### src/rtl/cap_sense_scanner_if.sv
// cap_sense_scanner_if
// Processor-side view of the capacitive pad scanner: the touched vector,
// scan status and the indexed count readback port.
// master = processor I/O decode, slave = scanner.
interface cap_sense_scanner_if #(
  parameter int NUM_SENSORS = 9
);
  logic [NUM_SENSORS-1:0] touched;
  logic                   scan_done;
  logic                   busy;
  logic [3:0]             count_sel;
  logic [15:0]            count_data;

  modport master (
    input  touched,
    input  scan_done,
    input  busy,
    input  count_data,
    output count_sel
  );

  modport slave (
    output touched,
    output scan_done,
    output busy,
    output count_data,
    input  count_sel
  );
endinterface

### src/rtl/cap_sense_scanner.sv
// cap_sense_scanner
// Runs the shared charge line through discharge/charge phases and times
// when each synchronized pad input rises. Rise times become per-sensor
// counts and a touched vector, published together once per scan.
// Optional build macro: CAP_SENSE_DEBOUNCE_EN. When it is defined, a touched
// bit only changes once the raw result agrees across two consecutive scans.
module cap_sense_scanner #(
  parameter int NUM_SENSORS      = 9,
  parameter int DISCHARGE_CYCLES = 256,
  parameter int TIMEOUT_CYCLES   = 4096,
  parameter int THRESHOLD        = 1024
) (
  input  logic                   clock,
  input  logic                   reset,
  input  logic                   enable,
  input  logic [NUM_SENSORS-1:0] capacitive_sensors_in,
  output logic                   capacitive_sensors_out,
  cap_sense_scanner_if.slave     host
);

  localparam int              DW          = (DISCHARGE_CYCLES > 1) ? $clog2(DISCHARGE_CYCLES) : 1;
  localparam logic [DW-1:0]   DIS_LAST    = DW'(DISCHARGE_CYCLES - 1);
  localparam logic [15:0]     CHARGE_LAST = 16'(TIMEOUT_CYCLES - 1);
  localparam logic [15:0]     TIMEOUT_VAL = 16'(TIMEOUT_CYCLES);
  localparam logic [15:0]     THRESH_VAL  = 16'(THRESHOLD);

  typedef enum logic [2:0] {
    S_IDLE,
    S_DISCHARGE,
    S_CHARGE,
    S_EVAL,
    S_DONE
  } state_t;

  state_t                 r_state;
  logic [DW-1:0]          r_dis_cnt;
  logic [15:0]            r_charge_cnt;
  logic [NUM_SENSORS-1:0] r_latched;
  logic [15:0]            r_count     [NUM_SENSORS];
  logic [15:0]            r_count_out [NUM_SENSORS];
  logic [NUM_SENSORS-1:0] r_touched;
  logic                   r_scan_done;
  logic                   r_busy;
  logic                   r_out;
  logic [NUM_SENSORS-1:0] r_sync1;
  logic [NUM_SENSORS-1:0] r_sync2;
`ifdef CAP_SENSE_DEBOUNCE_EN
  logic [NUM_SENSORS-1:0] r_prev_raw;
`endif

  logic [NUM_SENSORS-1:0] w_latch_now;
  logic [NUM_SENSORS-1:0] w_touched_raw;
  logic                   w_all_latched;
  logic                   w_timeout;
  logic                   w_charge_exit;
  logic [15:0]            w_count_data;

  // Two-flop synchronizer on every raw pad input.
  // NOTE: sequential state uses non-blocking assignments so every flop samples
  // pre-edge values; blocking here would collapse the two stages into one.
  always_ff @(posedge clock or negedge reset) begin
    if (!reset) begin
      r_sync1 <= '0;
      r_sync2 <= '0;
    end else begin
      r_sync1 <= capacitive_sensors_in;
      r_sync2 <= r_sync1;
    end
  end

  // A sensor latches on the first charge cycle its synchronized input is high;
  // the phase ends once everyone has latched or the timeout cycle is reached.
  assign w_latch_now   = r_sync2 & ~r_latched;
  assign w_all_latched = &(r_latched | w_latch_now);
  assign w_timeout     = (r_charge_cnt == CHARGE_LAST);
  assign w_charge_exit = w_all_latched | w_timeout;

  // Threshold compare on the counts latched during the scan just finished.
  always_comb begin
    w_touched_raw = '0;
    for (int i = 0; i < NUM_SENSORS; i++) begin
      w_touched_raw[i] = (r_count[i] >= THRESH_VAL);
    end
  end

  // Scan sequencer: discharge, charge/time, evaluate, publish results.
  // NOTE: the per-sensor count arrays are reset explicitly; they are a few
  // flops each, not a RAM, and readback must show 0 straight out of reset.
  always_ff @(posedge clock or negedge reset) begin
    if (!reset) begin
      r_state      <= S_IDLE;
      r_dis_cnt    <= '0;
      r_charge_cnt <= '0;
      r_latched    <= '0;
      r_touched    <= '0;
      r_scan_done  <= 1'b0;
      r_busy       <= 1'b0;
      r_out        <= 1'b0;
      for (int i = 0; i < NUM_SENSORS; i++) begin
        r_count[i]     <= '0;
        r_count_out[i] <= '0;
      end
`ifdef CAP_SENSE_DEBOUNCE_EN
      r_prev_raw   <= '0;
`endif
    end else begin
      case (r_state)
        S_IDLE: begin
          r_out       <= 1'b0;
          r_scan_done <= 1'b0;
          if (enable) begin
            r_state   <= S_DISCHARGE;
            r_busy    <= 1'b1;
            r_dis_cnt <= '0;
          end
        end

        S_DISCHARGE: begin
          if (r_dis_cnt == DIS_LAST) begin
            r_state      <= S_CHARGE;
            r_out        <= 1'b1;
            r_charge_cnt <= '0;
            r_latched    <= '0;
          end else begin
            r_dis_cnt <= r_dis_cnt + 1'b1;
          end
        end

        S_CHARGE: begin
          r_latched <= r_latched | w_latch_now;
          for (int i = 0; i < NUM_SENSORS; i++) begin
            if (w_latch_now[i]) begin
              r_count[i] <= r_charge_cnt;
            end else if (!r_latched[i] && w_charge_exit) begin
              r_count[i] <= TIMEOUT_VAL;
            end
          end
          if (w_charge_exit) begin
            r_state <= S_EVAL;
            r_out   <= 1'b0;
          end else begin
            r_charge_cnt <= r_charge_cnt + 1'b1;
          end
        end

        S_EVAL: begin
          r_state     <= S_DONE;
          r_scan_done <= 1'b1;
          for (int i = 0; i < NUM_SENSORS; i++) begin
            r_count_out[i] <= r_count[i];
          end
`ifdef CAP_SENSE_DEBOUNCE_EN
          for (int i = 0; i < NUM_SENSORS; i++) begin
            if (w_touched_raw[i] == r_prev_raw[i]) begin
              r_touched[i] <= w_touched_raw[i];
            end
          end
          r_prev_raw <= w_touched_raw;
`else
          r_touched <= w_touched_raw;
`endif
        end

        S_DONE: begin
          r_scan_done <= 1'b0;
          if (enable) begin
            r_state   <= S_DISCHARGE;
            r_dis_cnt <= '0;
          end else begin
            r_state <= S_IDLE;
            r_busy  <= 1'b0;
          end
        end

        default: begin
          r_state     <= S_IDLE;
          r_busy      <= 1'b0;
          r_out       <= 1'b0;
          r_scan_done <= 1'b0;
        end
      endcase
    end
  end

  // Count readback mux; indices past the last sensor read as zero.
  // NOTE: the default assignment up front keeps this purely combinational;
  // without it, an unmatched index would hold the old value and infer a latch.
  always_comb begin
    w_count_data = '0;
    for (int i = 0; i < NUM_SENSORS; i++) begin
      if (host.count_sel == 4'(i)) begin
        w_count_data = r_count_out[i];
      end
    end
  end

  assign capacitive_sensors_out = r_out;
  assign host.touched           = r_touched;
  assign host.scan_done         = r_scan_done;
  assign host.busy              = r_busy;
  assign host.count_data        = w_count_data;

endmodule

### src/flat_wrapper.sv
// flat-port wrapper written by rule: the top's interface ports become plain ports
module cap_sense_scanner_flat 
#(
  parameter int NUM_SENSORS      = 9,
  parameter int DISCHARGE_CYCLES = 256,
  parameter int TIMEOUT_CYCLES   = 4096,
  parameter int THRESHOLD        = 1024
)
  (clock, reset, enable, capacitive_sensors_in, capacitive_sensors_out, host_touched, host_scan_done, host_busy, host_count_data, host_count_sel);
  cap_sense_scanner_if #(.NUM_SENSORS(NUM_SENSORS)) host_i ();
  input  logic clock;
  input  logic reset;
  input  logic enable;
  input  logic [NUM_SENSORS-1:0] capacitive_sensors_in;
  output logic capacitive_sensors_out;
  output wire logic [$bits(host_i.touched)-1:0] host_touched;
  output wire logic [$bits(host_i.scan_done)-1:0] host_scan_done;
  output wire logic [$bits(host_i.busy)-1:0] host_busy;
  output wire logic [$bits(host_i.count_data)-1:0] host_count_data;
  input wire logic [$bits(host_i.count_sel)-1:0] host_count_sel;
  assign host_touched = host_i.touched;
  assign host_scan_done = host_i.scan_done;
  assign host_busy = host_i.busy;
  assign host_count_data = host_i.count_data;
  assign host_i.count_sel = host_count_sel;
  cap_sense_scanner #(.NUM_SENSORS(NUM_SENSORS), .DISCHARGE_CYCLES(DISCHARGE_CYCLES), .TIMEOUT_CYCLES(TIMEOUT_CYCLES), .THRESHOLD(THRESHOLD)) u_core (.clock(clock), .reset(reset), .enable(enable), .capacitive_sensors_in(capacitive_sensors_in), .capacitive_sensors_out(capacitive_sensors_out), .host(host_i));
endmodule
### config.mk
export PLATFORM = sky130hd
export DESIGN_NAME = cap_sense_scanner_flat
export DESIGN_NICKNAME = d
export VERILOG_FILES = /design/src/rtl/cap_sense_scanner_if.sv /design/src/rtl/cap_sense_scanner.sv /design/src/flat_wrapper.sv
export SDC_FILE = /design/constraint.sdc
export NUM_CORES = 1
export LEC_CHECK = 0
export CORE_ASPECT_RATIO = 0.9
export CORE_UTILIZATION = 55
export DETAILED_ROUTE_END_ITERATION = 8
export GPL_TIMING_DRIVEN = 0
export PLACE_DENSITY = 0.72
export SYNTH_ARGS = -nofsm -noshare
export SYNTH_HDL_FRONTEND = slang
export SYNTH_SLANG_ARGS = --single-unit
### constraint.sdc
create_clock -name clock -period 4.7 [get_ports clock]
set_input_delay 0.94 -clock clock [delete_from_list [all_inputs] [get_ports clock]]
set_output_delay 0.94 -clock clock [all_outputs]
set_load 0.02 [all_outputs]
==> After elaboration in Yosys (flattened, before gate mapping) <==
Cells that the tools add are included.
{ "word_totals": {"regBits": 354, "latch_bits": 0, "mem_bits_rw": 0, "rom_bits": 0, "output_inout_bits": 28, "elab_cells": 164, "memories": 0} }
{ "classes": {"add_sub_neg": 2, "multipliers": 0, "n_div": 0, "order_cmp": 9, "n_eq_ne": 21, "n_shift": 0, "muxes": 47, "bitwise_logic": 6, "reduce_logical": 51} }
{ "op_table": {"columns": ["cell", "n"], "rows": [
  ["$mux 16", 29],
  ["$ge 16x11->1 const B", 9],
  ["$pmux 16 s2", 1],
  ["$reduce_bool 2->1", 11],
  ["$reduce_and 2->1", 10],
  ["$pmux 9 s2", 1],
  ["$add 16x1->16 const B", 1],
  ["$eq 16x12->1 const B", 1],
  ["$eq 4x3->1 const B", 4],
  ["$mux 8", 2],
  ["$pmux 8 s2", 1],
  ["$pmux 3 s5", 1],
  ["$reduce_and 3->1", 5],
  ["$and 9x9->9", 1],
  ["$logic_and 1x1->1", 9],
  ["$logic_not 1->1", 9],
  ["$mux 3", 3],
  ["$mux 9", 1],
  ["$not 9->9", 1],
  ["$or 9x9->9", 1],
  ["$reduce_and 9->1", 1],
  ["$add 8x1->8 const B", 1],
  ["$eq 4x2->1 const B", 2],
  ["$eq 8x8->1 const B", 1],
  ["other kinds (16)", 30]
]} }

==> Longest topological paths before layout <==
{ "depth": {"depth_word": 10, "ltp_mapped": 9, "ltp_nobuf": 6} }

==> Worst setup path before layout <==
OpenSTA, ideal clock, no wires.
{ "synth_path": {"kind": "input -> output", "start": "input host_count_sel[3]", "end": "output host_count_data[13]", "arrival_time_ns": 2.772, "required_ns": 3.760, "setup_slack_ns": 0.988, "path_stages": 7, "n_path_buf": 3, "cell_sequence": "clkbuf_1 -> nand2b_1 -> or3b_1 -> clkbuf_1 -> buf_1 -> nor2_1 -> o41ai_1"} }
{ "synth_between": {"elab_chain_cells": 10} }
{ "synth_rtl": {"columns": ["element", "line", "rtl"], "rows": [
  ["from (decl)", "flat_wrapper.sv:20", "input wire logic [$bits(host_i.count_sel)-1:0] host_count_sel;"],
  ["$logic_not 4->1", "cap_sense_scanner.sv:191", "if (host.count_sel == 4'(i)) begin"],
  ["$mux 16 (8 in series)", "cap_sense_scanner.sv:191", null],
  ["$mux 16 *", "cap_sense_scanner.sv:191", null],
  ["to (decl)", "flat_wrapper.sv:19", "output wire logic [$bits(host_i.count_data)-1:0] host_count_data;"]
]} }
Every way passes the cells marked *; elsewhere a longest branch is shown, timed or not.

==> Final worst setup path <==
{ "layout_path": {"start": "input host_count_sel[0]", "end": "output host_count_data[6]"} }
Same word-level chain as after synthesis.

==> results.txt <==
----------------------------------------------------
[Layout]
  Net count of the finished layout ... 1582
  Area growth, synth to finish ... 15.6%
  Antenna diode count ... 0
  Final core utilization ... 65.4%
  Area occupied by multi-input gates ... 0.00552 sq mm
  Share of cells above drive strength 1 ... 9.23%
  Post-layout instance count excluding filler cells ... 1941
  Number of fill cells in the layout ... 2096
  Sequential cell area in the final layout ... 0.00886 sq mm

[Global route]
  Total routing resource utilization after global routing ... 32.0%
  Remaining global-route overflow ... 0
  Number of global-route vias before repair ... 11200
  Largest net degree at the start of global routing ... 130
  Wire length of the first global-routing pass ... 66400 um
  Antenna violations before repair ... 0

[CTS]
  TritonCTS clock tree ... built
  Number of buffers inserted to repair setup after CTS ... 0
  Maximum clock path buffer count ... 3
  Clk root buf ... clkbuf_16
  Number of H-tree levels ... 2
  Count of hold buffers inserted by post-cts repair ... 0
  Latest clock arrival within the worst-skew pair ... 540 ps
  Clock tree sinks ... 354
  Number of buffers added by the clock tree synthesis step ... 38
  Register clock-pin slew on the reported worst setup and hold paths ... 50 ps

[Synthesis]
  Cell with the most instances after synthesis ... nand2_1
  Xor and xnor area share after synthesis ... 0.295%
  Adder and majority gate portion of the synthesized area ... 0.168%
  Biggest area contributors in the synthesized netlist ... dfrtp_1 60%, nand2_1 12%, a22o_1 8.0%
  Cell area after synthesis ... 0.0149 sq mm
  Most frequent cells after synthesis ... 473 x nand2_1, 354 x dfrtp_1, 135 x a22o_1
  Top-area cell type share of the netlist area ... 59.6%
  Number of warning messages in the yosys log ... 0
  Post-synth top flop ... dfrtp_1
  Fraction of the mapped netlist area in compound gates ... 15.7%
  #FFs+latches synth ... 354
  Synth Instances ... 1480
  Async set or reset register ratio after synthesis ... 100%
  Count of flip-flops with a built-in enable after synthesis ... 0
  Cell variety after synth ... 52
  Dominant cell type by area after synthesis ... dfrtp_1
  Synthesized area divided by synthesized cell count ... 10.0 sq um
  Largest family of logic cells by synthesized area ... simple AND/OR/NAND/NOR gates
  Sequential element share of the synthesized area ... 59.6%
  Simple-Gate Fraction of Synth Area ... 19.1%
  Multiplexer fraction of the synthesized cell area ... 1.41%
  Mapped Nets ... 1498

[Placement]
  Detailed placement HPWL ... 28800 um
  Number of input and output port buffers inserted ... 42
  Final weighted congestion in routability-driven placement ... 1.00
  Place WS ... -389 ps
  Placed insts ... 1872

[Floorplanning]
  Std-Cell Core Area ... 0.0263 sq mm
  Number of rows created at floorplan ... 56
  Die outline area ... 0.0277 sq mm
  Chip width ... 175 um
  Initial Utilization ... 56.6%
  Num ports ... 44
  Floorplan die height ... 158 um

[Status]
  Outcome ... finished clean

[Detailed routing]
  Wirelength per Cell ... 22.0 um
  DRC errors left ... 0
  Iteration-0 DRC Markers ... 1477
  Detailed Route WL ... 42800 um
  Iteration count of the initial detailed-routing pass ... 5
  Via-to-Cell Ratio ... 6.11
  Number of nets with antenna violations after routing ... 0
  Vias ... 11900

[Timing]
  Final slew viol count ... 0
  Worst Slack Setup Final ... 13.9 ps
  Final worst clock skew ... 20.7 ps
  Rel. slew slack ... 18.6%
  Min cycle time layout ... 4690 ps
  Final setup vio count ... 0
  Number of failing hold endpoints at the final stage ... 0
  Maximum achievable frequency ... 213 MHz
  Final period util ... 99.7%
  Worst-margin pin slew ... 1220 ps

[Setup path]
  Cell depth of the worst flop-to-flop path ... 8
  R2R Setup Slk ... 1820 ps
  Type of the setup path with the least slack ... input port to primary output
  Type of destination of the critical path ... primary output
  Critical path data arrival time ... 3750 ps
  R2r endpoint ... u_core.r_count_out[25]
  Worst flop-to-flop path startpoint ... u_core.r_state[0]
  Crit-path max FO ... 10
  Crit start category ... input port
  CP required ... 3760 ps

[Pwr]
  Largest vdd supply drop ... 0.000335 V
  Pwr dens ... 388 mW/mm^2
  Leakage power of the design ... 8.52 nW

[Worst hold path]
  HP Class ... register to register
  Hold depth ... 0
  Launch instance of the worst min-delay path ... u_core.r_sync1[1]
  Capture endpoint of the worst hold path ... u_core.r_sync2[1]

[Flow run]
  Max-cap violations ... 0

----------------------------------------------------
-- worst max-delay path, cell delays in order --
cell and delay (ps):
clkdlybuf4s50_1 540, clkbuf_4 260, buf_4 210, clkbuf_2 210, o22ai_1 270, o2111ai_2 230
a31oi_2 310, a221o_1 150, clkdlybuf4s50_1 600
-- cell families after synthesis --
kind of cell | after synthesis
AOI/OAI and AO/OA | 294
buffers and inverters | 131
xor gates and xnor gates | 5
adders and majority gates | 2
DFF | 354
and+or+nand+nor | 677
muxes | 17
-- placed cells by master (no fill, tap or decap), types with 4 or more instances in the layout --
master	netlist	routed
or4_1	4	4
buf_1	17	16
clkdlybuf4s50_1	0	39
a31oi_1	23	18
mux2i_1	13	13
clkbuf_2	1	11
nor3_1	26	26
buf_2	26	28
o31ai_4	7	7
nand4_1	8	8
nand3_1	10	10
dfrtp_1	354	354
nor4_1	12	11
a31oi_2	0	5
o31ai_1	5	5
nand2_1	473	473
bufinv_16	0	4
a21oi_1	17	17
a221o_1	13	13
clkinv_2	0	11
inv_1	14	14
o21ai_0	43	40
clkbuf_8	0	7
nor2_1	82	81
clkbuf_4	0	4
o22ai_1	17	15
and2_1	9	9
o2111ai_1	13	12
nor2b_1	29	29
a22o_1	135	135
nand2b_1	7	7
clkbuf_1	67	54
o21ai_1	3	6
clkbuf_16	0	38
xnor2_1	5	5
a22oi_1	11	11
-- registers in the layout (all words and copies together), names as in the netlist --
signal,cells
u_core.host.busy,1
u_core.capacitive_sensors_out,1
u_core.r_dis_cnt,8
u_core.r_count,144
u_core.host.touched,9
u_core.r_count_out,144
u_core.r_state,3
u_core.r_sync1,9
u_core.r_charge_cnt,16
u_core.host.scan_done,1
u_core.r_latched,9
u_core.r_sync2,9
-- through the flow --
step / total power [mW] / area [sq um] / setup TNS [ps] / hold slack [ps]
3_3_place_gp: 3.61 / 15700 / -4402740 / 332
3_5_place_dp: 3.62 / 15800 / -4010 / 335
6_report: 6.66 / 17200 / 0 / 347
5_1_grt: 6.86 / 17200 / -13.3 / 357
2_1_floorplan: 3.42 / 14900 / 0 / 331
4_1_cts: 6.68 / 17100 / 0 / 348
-- where the power goes --
| group | leakage [nW] | switching [mW] | total [mW] | internal, mW |
|---|---|---|---|---|
| logic | 2.99 | 0.252 | 0.411 | 0.159 |
| registers | 4.88 | 0.0489 | 3.16 | 3.11 |
| clock network | 0.644 | 1.26 | 3.09 | 1.83 |
-- cell type report --
class	count	area share, %
flip-flops and latches	354	51.6
multi-input cells	995	32.1
clock buffers	48	6.16
plain buffers	116	3.10
repair buffers	44	2.83
well taps	348	2.53
clock inverters	21	1.37
inverters	15	0.328
-- per-layer routing --
| layer | vias up | global-route usage (%) | wire [um] |
|---|---|---|---|
| li1 | 5254 | - | - |
| met5 | - | 0 | 0 |
| met1 | 5978 | 48.2 | 19300 |
| met3 | 70 | 5.45 | 3720 |
| met2 | 557 | 47.9 | 18800 |
| met4 | 0 | 8.70 | 914 |
-- worst max-delay path by stage --
stage | from | end | slack (ps) | cells past startpoint
floorplan | host_count_sel[3] | host_count_data[13] | 990 | 7
global placement | reset | u_core.r_count[21] | -12460 | 1
detailed placement | host_count_sel[1] | host_count_data[13] | -390 | 8
CTS | host_count_sel[1] | host_count_data[11] | 3 | 7
global route | host_count_sel[0] | host_count_data[6] | -10 | 9
finish | host_count_sel[0] | host_count_data[6] | 10 | 9
-- timing repair --
| item | 4_1_cts | 5_1_grt |
|---|---|---|
| gates resized for setup | 22 | 25 |
| endpoints found under the setup margin | 16 | 15 |
| pin swaps | 0 | 1 |
Power figures use the tool's default switching activity.
